### config.mk
export PLATFORM = sky130hd
export DESIGN_NAME = gcd_dispatch
export DESIGN_NICKNAME = d
export VERILOG_FILES = /design/src/rtl/gcd_dispatch.sv
export SDC_FILE = /design/constraint.sdc
export NUM_CORES = 1
export LEC_CHECK = 0
export ABC_AREA = 1
export CORE_MARGIN = 4
export CORE_UTILIZATION = 45
export DETAILED_ROUTE_END_ITERATION = 7
export GPL_TIMING_DRIVEN = 0
export PLACE_DENSITY = 0.67
export SLEW_MARGIN = 40
export SYNTH_ARGS = -nofsm -noshare
export SYNTH_HDL_FRONTEND = slang
export SYNTH_SLANG_ARGS = --single-unit
export TNS_END_PERCENT = 1
### constraint.sdc
create_clock -name CLK -period 1.9 [get_ports CLK]
set_input_delay 0.19 -clock CLK [delete_from_list [all_inputs] [get_ports CLK]]
set_output_delay 0.19 -clock CLK [all_outputs]
set_load 0.02 [all_outputs]
### src/rtl/gcd_dispatch.sv
`default_nettype none
// ============================================================================
//  Module   : gcd_dispatch
//  Purpose  : Queues 8-bit operand pairs in a small circular FIFO and issues
//             them one at a time to a downstream GCD core. The result (or an
//             error) is held on the output until the consumer takes it.
//  Revision : 1.0  initial release
// ----------------------------------------------------------------------------
//  Ports
//    CLK, RST               clock, synchronous active-high reset
//    IN_VALID/IN_READY      operand handshake, IN_A/IN_B operand pair
//    PENDING                FIFO occupancy (0..DEPTH)
//    GCD_START              one-cycle start pulse, GCD_A/GCD_B operands
//    GCD_DONE/GCD_Y         core result pulse and value
//    GCD_ERROR              core error flag, valid with GCD_DONE
//    OUT_VALID/OUT_READY    result handshake, OUT_Y value, OUT_ERR error,
//                           OUT_TMO error caused by a core timeout
//  Configuration
//    GCD_DISPATCH_TIMEOUT_EN  when defined, a WAIT that lasts 255 cycles
//                             without GCD_DONE ends in a timeout result.
//                             Undefined: WAIT is unbounded, OUT_TMO is 0.
// ============================================================================
module gcd_dispatch #(
    parameter int DEPTH = 4
) (
    input  logic       CLK,
    input  logic       RST,
    input  logic       IN_VALID,
    input  logic [7:0] IN_A,
    input  logic [7:0] IN_B,
    output logic       IN_READY,
    output logic       GCD_START,
    output logic [7:0] GCD_A,
    output logic [7:0] GCD_B,
    input  logic [7:0] GCD_Y,
    input  logic       GCD_DONE,
    input  logic       GCD_ERROR,
    output logic       OUT_VALID,
    output logic [7:0] OUT_Y,
    output logic       OUT_ERR,
    output logic       OUT_TMO,
    input  logic       OUT_READY,
    output logic [4:0] PENDING
);

    localparam int         c_AW    = (DEPTH > 1) ? $clog2(DEPTH) : 1;
    localparam logic [4:0] c_DEPTH = 5'(DEPTH);

    localparam logic [1:0] c_IDLE  = 2'd0;
    localparam logic [1:0] c_ISSUE = 2'd1;
    localparam logic [1:0] c_WAIT  = 2'd2;
    localparam logic [1:0] c_HOLD  = 2'd3;

    logic [1:0]      r_state;
    logic [1:0]      w_state_nxt;

    logic [7:0]      r_mem_a [DEPTH];
    logic [7:0]      r_mem_b [DEPTH];
    logic [c_AW-1:0] r_wr_ptr;
    logic [c_AW-1:0] r_rd_ptr;
    logic [4:0]      r_count;

    logic [7:0]      r_op_a;
    logic [7:0]      r_op_b;
    logic [7:0]      r_out_y;
    logic            r_out_err;

    logic            w_push;
    logic            w_pop;
    logic            w_done;
    logic            w_tmo_hit;

    // Readiness uses the occupancy at the start of the cycle, so a full FIFO
    // refuses a push even when the FSM pops in the same cycle.
    assign IN_READY  = (r_count < c_DEPTH);
    assign w_push    = IN_VALID && IN_READY;
    assign w_pop     = (r_state == c_IDLE) && (r_count != 5'd0);
    assign w_done    = (r_state == c_WAIT) && GCD_DONE;

    assign PENDING   = r_count;
    assign GCD_START = (r_state == c_ISSUE);
    assign GCD_A     = r_op_a;
    assign GCD_B     = r_op_b;
    assign OUT_VALID = (r_state == c_HOLD);
    assign OUT_Y     = r_out_y;
    assign OUT_ERR   = r_out_err;

`ifdef GCD_DISPATCH_TIMEOUT_EN
    logic [7:0] r_tmo_cnt;
    logic       r_out_tmo;

    // The counter holds 254 during the 255th WAIT cycle; a missing DONE in
    // that cycle is the timeout. A DONE in the same cycle still wins.
    assign w_tmo_hit = (r_state == c_WAIT) && !GCD_DONE && (r_tmo_cnt == 8'd254);
    assign OUT_TMO   = r_out_tmo;

    always_ff @(posedge CLK) begin
        if (RST) begin
            r_tmo_cnt <= 8'd0;
            r_out_tmo <= 1'b0;
        end else begin
            if (r_state == c_ISSUE) begin
                r_tmo_cnt <= 8'd0;
            end else if (r_state == c_WAIT) begin
                r_tmo_cnt <= r_tmo_cnt + 8'd1;
            end
            if (w_done) begin
                r_out_tmo <= 1'b0;
            end else if (w_tmo_hit) begin
                r_out_tmo <= 1'b1;
            end
        end
    end
`else
    assign w_tmo_hit = 1'b0;
    assign OUT_TMO   = 1'b0;
`endif

    // Operand storage carries no reset; the pointers define what is valid.
    always_ff @(posedge CLK) begin
        if (w_push) begin
            r_mem_a[r_wr_ptr] <= IN_A;
            r_mem_b[r_wr_ptr] <= IN_B;
        end
    end

    always_ff @(posedge CLK) begin
        if (RST) begin
            r_wr_ptr <= '0;
            r_rd_ptr <= '0;
            r_count  <= 5'd0;
        end else begin
            if (w_push) begin
                r_wr_ptr <= r_wr_ptr + 1'b1;
            end
            if (w_pop) begin
                r_rd_ptr <= r_rd_ptr + 1'b1;
            end
            case ({w_push, w_pop})
                2'b10:   r_count <= r_count + 5'd1;
                2'b01:   r_count <= r_count - 5'd1;
                default: r_count <= r_count;
            endcase
        end
    end

    always_ff @(posedge CLK) begin
        if (RST) begin
            r_state <= c_IDLE;
        end else begin
            r_state <= w_state_nxt;
        end
    end

    always_comb begin
        w_state_nxt = r_state;
        case (r_state)
            c_IDLE:  if (r_count != 5'd0) w_state_nxt = c_ISSUE;
            c_ISSUE: w_state_nxt = c_WAIT;
            c_WAIT:  if (GCD_DONE || w_tmo_hit) w_state_nxt = c_HOLD;
            c_HOLD:  if (OUT_READY) w_state_nxt = c_IDLE;
            default: w_state_nxt = c_IDLE;
        endcase
    end

    always_ff @(posedge CLK) begin
        if (RST) begin
            r_op_a    <= 8'd0;
            r_op_b    <= 8'd0;
            r_out_y   <= 8'd0;
            r_out_err <= 1'b0;
        end else begin
            if (w_pop) begin
                r_op_a <= r_mem_a[r_rd_ptr];
                r_op_b <= r_mem_b[r_rd_ptr];
            end
            if (w_done) begin
                // An erroring core may present garbage on GCD_Y; never pass it on.
                r_out_y   <= GCD_ERROR ? 8'h00 : GCD_Y;
                r_out_err <= GCD_ERROR;
            end else if (w_tmo_hit) begin
                r_out_y   <= 8'h00;
                r_out_err <= 1'b1;
            end
        end
    end

endmodule
`default_nettype wire

==> results of run 1 <==
## final timing paths
path	start	to	slack [ns]
worst max-delay path	PENDING[4]$_SDFFE_PP0P_	PENDING[4]$_SDFFE_PP0P_	0.002
worst min-delay path	GCD_Y[6]	OUT_Y[6]$_SDFFE_PP0P_	0.39
worst max register to register	PENDING[4]$_SDFFE_PP0P_	PENDING[4]$_SDFFE_PP0P_	0.002
worst min register to register	OUT_Y[6]$_SDFFE_PP0P_	OUT_Y[6]$_SDFFE_PP0P_	0.47
## state kept, by name (all words and copies together), names as in the netlist
signal    cells
r_mem_a      32
r_mem_b      32
GCD_A         8
GCD_B         8
OUT_Y         8
PENDING       5
r_rd_ptr      2
r_state       2
r_wr_ptr      2
OUT_ERR       1
## metrics by stage
step	util	hold WS, ns
6_report	0.576	0.388
5_1_grt	0.576	0.403
4_1_cts	0.575	0.381
3_5_place_dp	0.549	0.459
3_3_place_gp	0.544	0.455
2_1_floorplan	-	0.269
## repair_timing
| action | CTS | global route |
|---|---|---|
| pin swaps | 2 | 0 |
| resized for setup | 11 | 2 |
| endpoints found under the setup margin | 3 | 4 |
| buffers inserted | 2 | 1 |
## per-layer routing
metal	up-vias	share of wire	global-route usage
li1	1523	-	-
met1	1347	0.47	0.213
met2	78	0.47	0.255
met3	7	0.050	0.0309
met4	0	0.010	0.0731
met5	-	0	0
## power by group
group	internal, W	switching (W)	leakage [nW]
Sequential	0.00274	0.000175	0.880
Combinational	0.00150	0.00213	1.08
Clock	0.000488	0.000741	0.0795
Total	0.00473	0.00305	2.04
## layout make-up
cell class	instances	area share
flip-flops and latches	100	0.500
multi-input cells	263	0.262
repair buffers	66	0.124
inverters	41	0.0295
well taps	111	0.0262
plain buffers	18	0.0255
clock buffers	10	0.0241
clock inverters	6	0.00921
## layout by cell type, fill, tap and decap left out, drive strengths merged, types with 4 or more instances in the layout
master         instances
clkdlybuf4s50         61
nor2                 101
dfxtp                 36
a21oi                 14
buf                   20
nand2                 64
edfxtp                64
inv                   43
a22oi                  4
o21ai                 56
nand3                  5
ha                    13
clkbuf                12
## worst max-delay path: cells and delay by family (launching register included)
kind / cells / cell delay (ns)
adders and majority gates: 2 / 0.57
buffers and inverters: 3 / 0.16
and+or+nand+nor: 9 / 0.62
DFF: 1 / 0.37
AOI/OAI and AO/OA: 1 / 0.05
## cell families after synthesis
| family | after synthesis | share of synthesized area |
|---|---|---|
| simple gates | 172 | 0.167 |
| buf+inv | 59 | 0.0684 |
| compound gates | 74 | 0.0917 |
| flops | 100 | 0.625 |
| xor+xnor | 2 | 0.00414 |
| fa+ha+maj | 14 | 0.0432 |
| other cells | 1 | 0.000887 |
==> run summary, run 1 <==
count leader, synth = nor2_1
status = finished clean
Sink Count = 100
min setup slack post-route = 0.00225 ns
crit-path cells = inv_2, nand2_2, nor2_4, nand2_4, ha_4, inv_2, fa_2, inv_1, nand2_1, nand2_1, nand2_1, nand2_1, nand2_1, nand2_1, a21oi_1
total track usage = 0.161
I/O Pins = 64
Final Hold Viols = 0
Die Ht = 105 µm
hold path depth = 3
design area = 5300 µm²
Main synth FF type = edfxtp_1
DR pass1 iterations = 4
Core Area = 9200 µm²
share of layout cells above drive strength 1 = 0.131
worst reg-to-reg path cell count = 15
Reg clk slew, reported paths = 0.10 ns
CTS H-tree depth = 3
max-cap viol count = 0
Final ANT Viol Nets = 0
Die W = 105 µm
largest fanout on the critical path = 9
CTS Buffer Depth = 2
fin. max-slew vios = 0
placed insts = 596
total power = 0.00778 W
RD Place Congestion = 0.755
CTS tree = built
crit end category = flop
VDD IR max = 476 µV
slowest stage delay, CP = 0.37 ns
largest net degree at the start of global routing = 18
leading area contributor after synthesis = edfxtp_1
Yosys cell types = 32
vias in the first global route = 2839
non-filler cells, final = 615
Initial DRC Count = 152
register area share after synthesis = 0.625
Leakage = 2.04 nW
number of setup violations in the final report = 0
largest cells by area after synthesis = edfxtp_1 (45%), dfxtp_1 (17%), nor2_1 (8.8%)
top-area cell type share of the netlist area = 0.455
die area = 11000 µm²
pre-CTS setup slack = -0.290 ns
DR vias = 2955
crit path launch type = flop
diodes inserted = 0
Slowest-stage cell, CP = dfxtp_2
RSZ-0062 raised after global routing = true
Clock Skew = 0.0107 ns
setup TNS = 0 ns
number of buffers created by CTS = 9
placed cell areas = 5050 µm²
Routed wire per std cell = 13.8 µm
PD cells = 1470 nW/µm²
Max-slew headroom = 0.623
worst-skew pair later-pin latency = 0.36 ns
post-synthesis net count = 466
DR DRC count = 0
crit path DAT = 2.14 ns
Final min period = 1.90 ns
crit-path most repeated cell = nand2_1
crit share post-route = 0.999
# hold bufs at CTS = 0
Syn. warnings = 0
Layout area overhead = 25.3%
port bufs = 62
Post-synth top cells = nor2_1 (99), edfxtp_1 (64), nand2_1 (58)
fmax = 0.527 GHz
grt ovf = 0
Worst Hold Class = input port to flop
Req. time, crit path = 2.14 ns
Slew @ Worst Pin = 0.565 ns
WS Path Type = flop to flop
HPWL after DPL = 5840 µm
Multi-input gate area = 1390 µm²
layout filler cell count = 793
register bit total from synthesis = 100
fraction of registers with async set/reset = 0
CTS root buf = clkbuf_8
Post-Syn Area = 4230 µm²
Initial Utilization = 0.460
Routed WL = 8500 µm
Storage cell area = 2650 µm²
Nets = 543
Row Count = 35
first-pass GRT wire length = 13900 µm
Via density = 4.80
EDFF count, synth = 64
antenna violations before repair = 0
Mean Syn Cell Area = 10.0 µm²
Mapped Cells = 422
No activity file was read; power rests on OpenSTA's default activity.
==> run 2: changes to the inputs <==
- CAP_MARGIN: not set -> 20
- CTS_CLUSTER_DIAMETER: not set -> 40
- GPL_TIMING_DRIVEN: 0 -> not set
==> run 2 against run 1 <==
Compared with the run above:
- final cell count increased by 0.49%
- setup slack got worse by 0.00063 ns
- highest routed layer unchanged
- first-iteration DRC count increased by 7.2%
- critical path type unchanged
==> run summary, run 2 (same netlist as run 1, synthesis figures left out) <==
WS Path Type = flop to flop
crit path launch type = flop
share of layout cells above drive strength 1 = 0.140 (+0.00909)
Clock Skew = 0.0152 ns (+0.00454 ns)
Via density = 4.70 (-2.2%)
status = finished clean
CTS H-tree depth = 3 (unchanged)
Top Registers = r_mem_a x32, r_mem_b x32
Routed WL = 7900 µm (-7.1%)
die area = 11000 µm² (unchanged)
max-cap viol count = 0 (unchanged)
Layout area overhead = 26.7%
design area = 5360 µm² (+1.1%)
number of buffers created by CTS = 9 (unchanged)
Storage cell area = 2650 µm² (about the same)
vias in the first global route = 2677 (-5.7%)
placed cell areas = 5090 µm² (+0.69%)
Row Count = 35 (unchanged)
DR vias = 2904 (-1.7%)
Routed wire per std cell = 12.8 µm (-7.6%)
pre-CTS setup slack = -0.0969 ns (+0.193 ns)
HPWL after DPL = 5300 µm (-9.3%)
diodes inserted = 0 (unchanged)
Max-slew headroom = 0.661 (+0.0388)
Req. time, crit path = 2.19 ns (+0.05 ns)
PD cells = 1450 nW/µm² (-1.6%)
I/O Pins = 64 (unchanged)
Sink Count = 100 (unchanged)
Initial DRC Count = 163 (+7.2%)
Initial Utilization = 0.460 (unchanged)
number of setup violations in the final report = 0 (unchanged)
# hold bufs at CTS = 0 (unchanged)
antenna violations before repair = 0 (unchanged)
DR DRC count = 0 (unchanged)
Die Ht = 105 µm (unchanged)
Reg clk slew, reported paths = 0.10 ns (about the same)
largest fanout on the critical path = 5 (-4)
Final Hold Viols = 0 (unchanged)
total power = 0.00774 W (-0.54%)
port bufs = 62 (unchanged)
largest net degree at the start of global routing = 35 (+17)
first-pass GRT wire length = 12900 µm (-7.0%)
crit end category = flop
Leakage = 2.07 nW (+1.3%)
crit share post-route = 0.999 (about the same)
Die W = 105 µm (unchanged)
fin. max-slew vios = 0 (unchanged)
Multi-input gate area = 1370 µm² (-1.4%)
Slew @ Worst Pin = 0.507 ns (-0.0576 ns)
RSZ-0062 raised after global routing = true
final design utilization = 0.582 (+0.00612)
DR pass1 iterations = 4 (unchanged)
layout filler cell count = 780 (-1.6%)
Core Area = 9200 µm² (unchanged)
Worst Hold Class = input port to flop
Final ANT Viol Nets = 0 (unchanged)
worst reg-to-reg path cell count = 14 (-1)
hold path depth = 3 (unchanged)
CTS tree = built
RD Place Congestion = 0.751 (-0.56%)
total track usage = 0.148 (-0.0129)
Fin Hold WS = 0.399 ns (+0.0112 ns)
CTS root buf = clkbuf_8
commonest cells after routing, fill and taps aside = nor2_1 (99), edfxtp_1 (64), clkdlybuf4s50_1 (61), nand2_1 (56), o21ai_0 (39)
commonest non-fill, non-tap cell in the layout = nor2_1
crit path DAT = 2.19 ns (+0.05 ns)
CTS Buffer Depth = 2 (unchanged)
r2r setup slk = 0.002 ns (about the same)
fmax = 0.527 GHz (about the same)
Nets = 546 (+0.55%)
grt ovf = 0 (unchanged)
min setup slack post-route = 0.00161 ns (-0.000633 ns)
VDD IR max = 589 µV (+24%)
worst-skew pair later-pin latency = 0.35 ns (about the same)
Final min period = 1.90 ns (+0.000633 ns)
run 2: timing repair:
| item | CTS | global route |
|---|---|---|
| endpoints found under the setup margin | 3 | 3 |
| gates resized for setup | 5 | 13 |
| pin swaps | 1 | 5 |
| setup buffers | 0 | 3 |
run 2: cell type report:
type                            instances  share of cell area
Inverter                               41              0.0297
Multi-Input combinational cell        263               0.255
Tap cell                              111              0.0259
Clock buffer                            9              0.0231
Clock inverter                          7              0.0114
Timing Repair Buffer                   87               0.160
Sequential cell                       100               0.494
run 2: stage by stage:
step           instances  setup TNS, ns
2_1_floorplan        422          -5.90
3_3_place_gp         599              0
3_5_place_dp         599         -0.145
4_1_cts              615        -0.0101
5_1_grt              618         -0.198
6_report             618              0
run 2: worst max-delay path, stage by stage (launching register included):
cell and delay [ns]:
dfxtp_4 0.36, inv_2 0.06, nand2_2 0.06, nor2_4 0.17, nand2_4 0.09, nand2_8 0.08, inv_4 0.04, ha_4 0.18
ha_4 0.22, or2_4 0.23, nand2_1 0.08, nand2_1 0.05, nand2_1 0.06, nand2_1 0.06, a21oi_2 0.13
run 2: final timing paths:
| kind | endpoint | startpoint |
|---|---|---|
| setup / recovery | PENDING[4]$_SDFFE_PP0P_ | PENDING[3]$_SDFFE_PP0P_ |
| hold / removal | OUT_Y[3]$_SDFFE_PP0P_ | GCD_Y[3] |
| setup reg to reg | PENDING[4]$_SDFFE_PP0P_ | PENDING[3]$_SDFFE_PP0P_ |
| hold reg to reg | OUT_Y[5]$_SDFFE_PP0P_ | OUT_Y[5]$_SDFFE_PP0P_ |
run 2: power by group:
part / leakage [nW] / internal, W / total (W) / switching [W]
clock: 0.0850 / 0.000493 / 0.00122 / 0.000729
sequential: 0.880 / 0.00273 / 0.00288 / 0.000146
combinational: 1.10 / 0.00154 / 0.00364 / 0.00210
total: 2.07 / 0.00477 / 0.00774 / 0.00297
run 2: layer usage:
metal / GRT usage / share of wire / vias up
li1: - / - / 1530
met5: 0 / 0 / -
met1: 0.183 / 0.45 / 1295
met4: 0.0394 / 0.010 / 0
met2: 0.258 / 0.49 / 72
met3: 0.0364 / 0.054 / 7
